--- src/rtl/xbar_rr_ctrl_pkg.sv ---
// Shared definitions for the round-robin crossbar controller:
// FSM state encoding and control-word select-field placement.
package xbar_rr_ctrl_pkg;

  typedef enum logic [1:0] {
    IDLE  = 2'd0,
    ISSUE = 2'd1,
    HOLD  = 2'd2
  } state_t;

  // The select field occupies the sel_w MSBs of the control word.
  // This returns the left-shift that places an index there.
  function automatic int sel_shift(input int ctrl_w, input int sel_w);
    return ctrl_w - sel_w;
  endfunction

endpackage

--- src/rtl/xbar_rr_pick.sv ---
// Combinational round-robin picker: first requesting input found by
// searching ptr, ptr+1, ... with wrap at N_INPUTS.
module xbar_rr_pick #(
  parameter int N_INPUTS = 2,
  parameter int SEL_W    = 1
) (
  input  logic [N_INPUTS-1:0] req_val,
  input  logic [SEL_W-1:0]    ptr,
  output logic [SEL_W-1:0]    winner,
  output logic                any_req
);

  logic [SEL_W-1:0] idx;

  // Walk offsets from farthest to nearest so the nearest hit is the final
  // assignment; ptr is always < N_INPUTS, so idx stays in range.
  always_comb begin
    winner  = '0;
    any_req = 1'b0;
    idx     = '0;
    for (int k = N_INPUTS - 1; k >= 0; k--) begin
      idx = SEL_W'((int'(ptr) + k) % N_INPUTS);
      if (req_val[idx]) begin
        winner  = idx;
        any_req = 1'b1;
      end
    end
  end

endmodule

--- src/rtl/xbar_rr_ctrl.sv ---
// Round-robin grant controller for a single-output crossbar: issues a
// select word, then holds the grant for up to BURST_LEN transfers.
module xbar_rr_ctrl
  import xbar_rr_ctrl_pkg::*;
#(
  parameter int N_INPUTS          = 2,
  parameter int CONTROL_BIT_WIDTH = 32,
  parameter int BURST_LEN         = 4,
  localparam int SEL_W            = (N_INPUTS > 1) ? $clog2(N_INPUTS) : 1
) (
  input  logic                         clk,
  input  logic                         reset,
  input  logic [N_INPUTS-1:0]          req_val,
  input  logic                         xfer_val,
  input  logic                         xfer_rdy,
  output logic [CONTROL_BIT_WIDTH-1:0] control,
  output logic                         control_val,
  input  logic                         control_rdy,
  output logic [SEL_W-1:0]             grant_sel,
  output logic                         busy
);

  state_t           state_reg, state_next;
  logic [SEL_W-1:0] ptr_reg, ptr_next;
  logic [SEL_W-1:0] winner_reg, winner_next;
  logic [7:0]       count_reg, count_next;

  logic [SEL_W-1:0] pick_winner;
  logic             pick_any;
  logic             xfer;
  logic             burst_done;
  logic [SEL_W-1:0] ptr_after;

  xbar_rr_pick #(
    .N_INPUTS (N_INPUTS),
    .SEL_W    (SEL_W)
  ) u_pick (
    .req_val (req_val),
    .ptr     (ptr_reg),
    .winner  (pick_winner),
    .any_req (pick_any)
  );

  assign xfer       = xfer_val && xfer_rdy;
  assign burst_done = (count_reg == 8'(BURST_LEN - 1));
  assign ptr_after  = (winner_reg == SEL_W'(N_INPUTS - 1)) ? '0 : winner_reg + SEL_W'(1);

  always_ff @(posedge clk) begin
    if (reset) begin
      state_reg  <= IDLE;
      ptr_reg    <= '0;
      winner_reg <= '0;
      count_reg  <= '0;
    end else begin
      state_reg  <= state_next;
      ptr_reg    <= ptr_next;
      winner_reg <= winner_next;
      count_reg  <= count_next;
    end
  end

  always_comb begin
    state_next  = state_reg;
    ptr_next    = ptr_reg;
    winner_next = winner_reg;
    count_next  = count_reg;
    unique case (state_reg)
      IDLE: begin
        if (pick_any) begin
          winner_next = pick_winner;
          state_next  = ISSUE;
        end
      end
      ISSUE: begin
        if (control_rdy) begin
          count_next = '0;
          state_next = HOLD;
        end
      end
      HOLD: begin
        // A transfer always counts, even if the source drops in the same cycle.
        if (xfer) begin
          if (burst_done) begin
            state_next = IDLE;
            ptr_next   = ptr_after;
          end else begin
            count_next = count_reg + 8'd1;
          end
        end else if (!req_val[winner_reg]) begin
          state_next = IDLE;
          ptr_next   = ptr_after;
        end
      end
      default: state_next = IDLE;
    endcase
  end

  assign control     = CONTROL_BIT_WIDTH'(winner_reg) << sel_shift(CONTROL_BIT_WIDTH, SEL_W);
  assign control_val = (state_reg == ISSUE);
  assign grant_sel   = winner_reg;
  assign busy        = (state_reg != IDLE);

endmodule

--- config.mk ---
export PLATFORM = sky130hd
export DESIGN_NAME = xbar_rr_ctrl
export DESIGN_NICKNAME = d
export VERILOG_FILES = /design/src/rtl/xbar_rr_ctrl_pkg.sv /design/src/rtl/xbar_rr_pick.sv /design/src/rtl/xbar_rr_ctrl.sv
export SDC_FILE = /design/constraint.sdc
export NUM_CORES = 1
export LEC_CHECK = 0
export BUFFER_PORTS_ARGS = -buffer_cell sky130_fd_sc_hd__buf_2
export CAP_MARGIN = 10
export CORE_MARGIN = 4
export CORE_UTILIZATION = 25
export CTS_CLUSTER_SIZE = 20
export DETAILED_ROUTE_END_ITERATION = 16
export HOLD_SLACK_MARGIN = 0.08
export SLEW_MARGIN = 20
export SYNTH_ARGS = -nofsm -noshare
export SYNTH_HDL_FRONTEND = slang
export SYNTH_SLANG_ARGS = --single-unit
--- constraint.sdc ---
create_clock -name clk -period 1.66 [get_ports clk]
set_input_delay 0.166 -clock clk [delete_from_list [all_inputs] [get_ports clk]]
set_output_delay 0.166 -clock clk [all_outputs]
set_load 0.03 [all_outputs]
==> results_dict.tcl <==
set metrics [dict create \
    status "finished, final reports clean" \
    area_delta_synth_final_pct 8.56 \
    dieArea_mm2 0.00465 \
    ys_seq_area_share_pct 26.5 \
    crit_arrival_ns 1.75 \
    synthCells 111 \
    fin_crit_ns 1.55 \
    grt-ovfl-total 0 \
    drt-wirelength-per-cell_um 10.0 \
    io_pins 42 \
    io_buffers 10 \
    max_freq_mhz 647 \
    nFillCells 394 \
    slowest_stage "or3_2" \
    power.density_mw_per_mm2 734 \
    rows 21 \
    netlist.area_leader.share_pct 26.5 \
    synthDistinctLibCells 36 \
    die_x_um 68.2 \
    cts.htree.levels 1 \
    timing.final.crit_share_pct 93.1 \
    antenna_found_initial 0 \
    track_usage_pct 7.90 \
    worstSkewPairLatency_ns 0.27 \
    cts_hold_buf 0 \
    cp-end-kind "flip-flop" \
    drc 0 \
    first_iter_violations 14 \
    clk_pin_slew_worst_paths_ns 0.08 \
    grt_max_degree 15 \
    hold_path.class "input pin to flip-flop" \
    cts_tree "built" \
    antenna_cells 0 \
    worstSetupPathType "flip-flop to flip-flop" \
    rsz0062_at_grt "false" \
    chipHeight_um 68.2 \
    place_congestion 0.821 \
    viasPerCell 4.23 \
    drive_above_1_share_pct 24.8 \
    critPathRequiredTime_ns 1.86 \
    fin_worst_skew_ns 0.00393 \
    clk_path_buf_depth 2 \
    cts.sinks 12 \
    cp_top_family "simple AND/OR/NAND/NOR gates" \
    hold_viol_final 0 \
    numCtsBuffers 3 \
    synth_area_leader_cell "dfxtp_1" \
    setup_violations 0 \
    dp_hpwl_mm 1.39 \
    drv_cap 0 \
    synth_area_um2 906 \
    ys.flop_type "dfxtp_1" \
    cp_cell_sequence "ha_2 > nor2b_4 > a31o_4 > or3_2 > a31oi_1" \
    core_area_mm2 0.00342 \
    final_nets 138 \
    setup_tns_ns 0 \
    start_util_pct 26.5 \
    critical_path_buf_inv_count 0 \
    routed-via-count 740 \
    worstPathMaxFanout 4 \
    leakage_nw 0.418 \
    ys_ff_latch 12 \
    first_global_vias 689 \
    yosys-top-cells-area "dfxtp_1 (27%), buf_4 (27%), nand3_1 (5.5%)" \
    synth-edff-count 0 \
    yosysMostFrequentCell "buf_4" \
    ir_worst_vdd_uv 382 \
    fin_hold_ws_ns 0.108 \
    grt_pass1_wl_mm 2.83 \
    firstDrtPassIters 4 \
    cp_slowest_stage_delay_ns 0.44 \
    wirelength_mm 1.75 \
    yosysWarnings 0 \
    ys_top_cells_by_count "buf_4 (32), dfxtp_1 (12), nand3_1 (10), nand2_1 (6), nor2_1 (6)" \
    largest_reg_flops 8 \
    cts-root-buf "clkbuf_4" \
    cp-start-kind "flip-flop" \
    syn_avg_cell_area_um2 8.16 \
    ys_async_sr_fraction_pct 0 \
    drv_slew 0 \
    ant_nets 0 \
]
## where the power goes
group	total (mW)	switching, mW	internal [mW]
sequential	0.304	0.00958	0.294
clock	0.235	0.102	0.133
combinational	0.183	0.148	0.0351
## metal layers
metal  vias up  part of all wire (%)  GRT usage [%]
met5         -                     0              0
met3         0                   7.4           2.46
met2        30                    49           13.2
met4         0                     0           2.23
li1        370                     -              -
met1       340                    44           9.68
## logic make-up after synthesis
family	share of synthesized area (%)
adders and majority gates	1.38
buffers and inverters	27.3
muxes	2.35
other	0.414
and+or+nand+nor	26.9
AOI/OAI and AO/OA	15.1
DFF	26.5
## area by class of cell
cell class                 instances  area, um^2  area share [%]
multi-input combinational         95         541            55.0
sequential                        12         243            24.7
timing repair buffer              17         103            10.4
tap                               46        57.6            5.85
clock buffer                       4        36.3            3.69
inverter                           1        3.75           0.382
## repair_timing
| action | CTS | global route |
|---|---|---|
| buffers inserted | 0 | 0 |
| resized for setup | 0 | 5 |
| hold endpoints to repair | 0 | 0 |
| endpoints found under the setup margin | 0 | 3 |
## worst paths after layout
check                     from      endpoint  slack [ns]  cells past startpoint
hold reg to reg   count_reg[1]  count_reg[1]        0.49                      2
hold / removal     control_rdy  state_reg[0]        0.11                      2
setup / recovery  count_reg[0]  count_reg[3]        0.11                      5
setup reg to reg  count_reg[0]  count_reg[3]        0.11                      5
## stage by stage
stage | power (mW) | setup slack [ns] | instance area (um^2) | utilization (%) | instances
floorplan | 0.517 | 0.0669 | 1020 | - | 141
global placement | 0.493 | 0.0766 | 935 | 27.4 | 171
finish | 0.722 | 0.114 | 983 | 28.8 | 175
CTS | 0.728 | 0.0267 | 971 | 28.4 | 175
global route | 0.768 | 0.0359 | 983 | 28.8 | 175
detailed placement | 0.493 | 0.0517 | 935 | 27.4 | 171
## cell usage in the layout (no fill, tap or decap), types with 2 or more instances in the layout
cell type  count
nor2b_1        2
nand3_1       10
a31oi_1        4
o21ai_0        3
dfxtp_1       10
nor2_1         6
buf_2         10
buf_4          7
nand2_1        6
dfxtp_2        2
or4_1          2
clkbuf_4       3
o211ai_1       2
conb_1        31
a21oi_1        5
nor3_1         2
No activity file was read; power rests on OpenSTA's default activity.
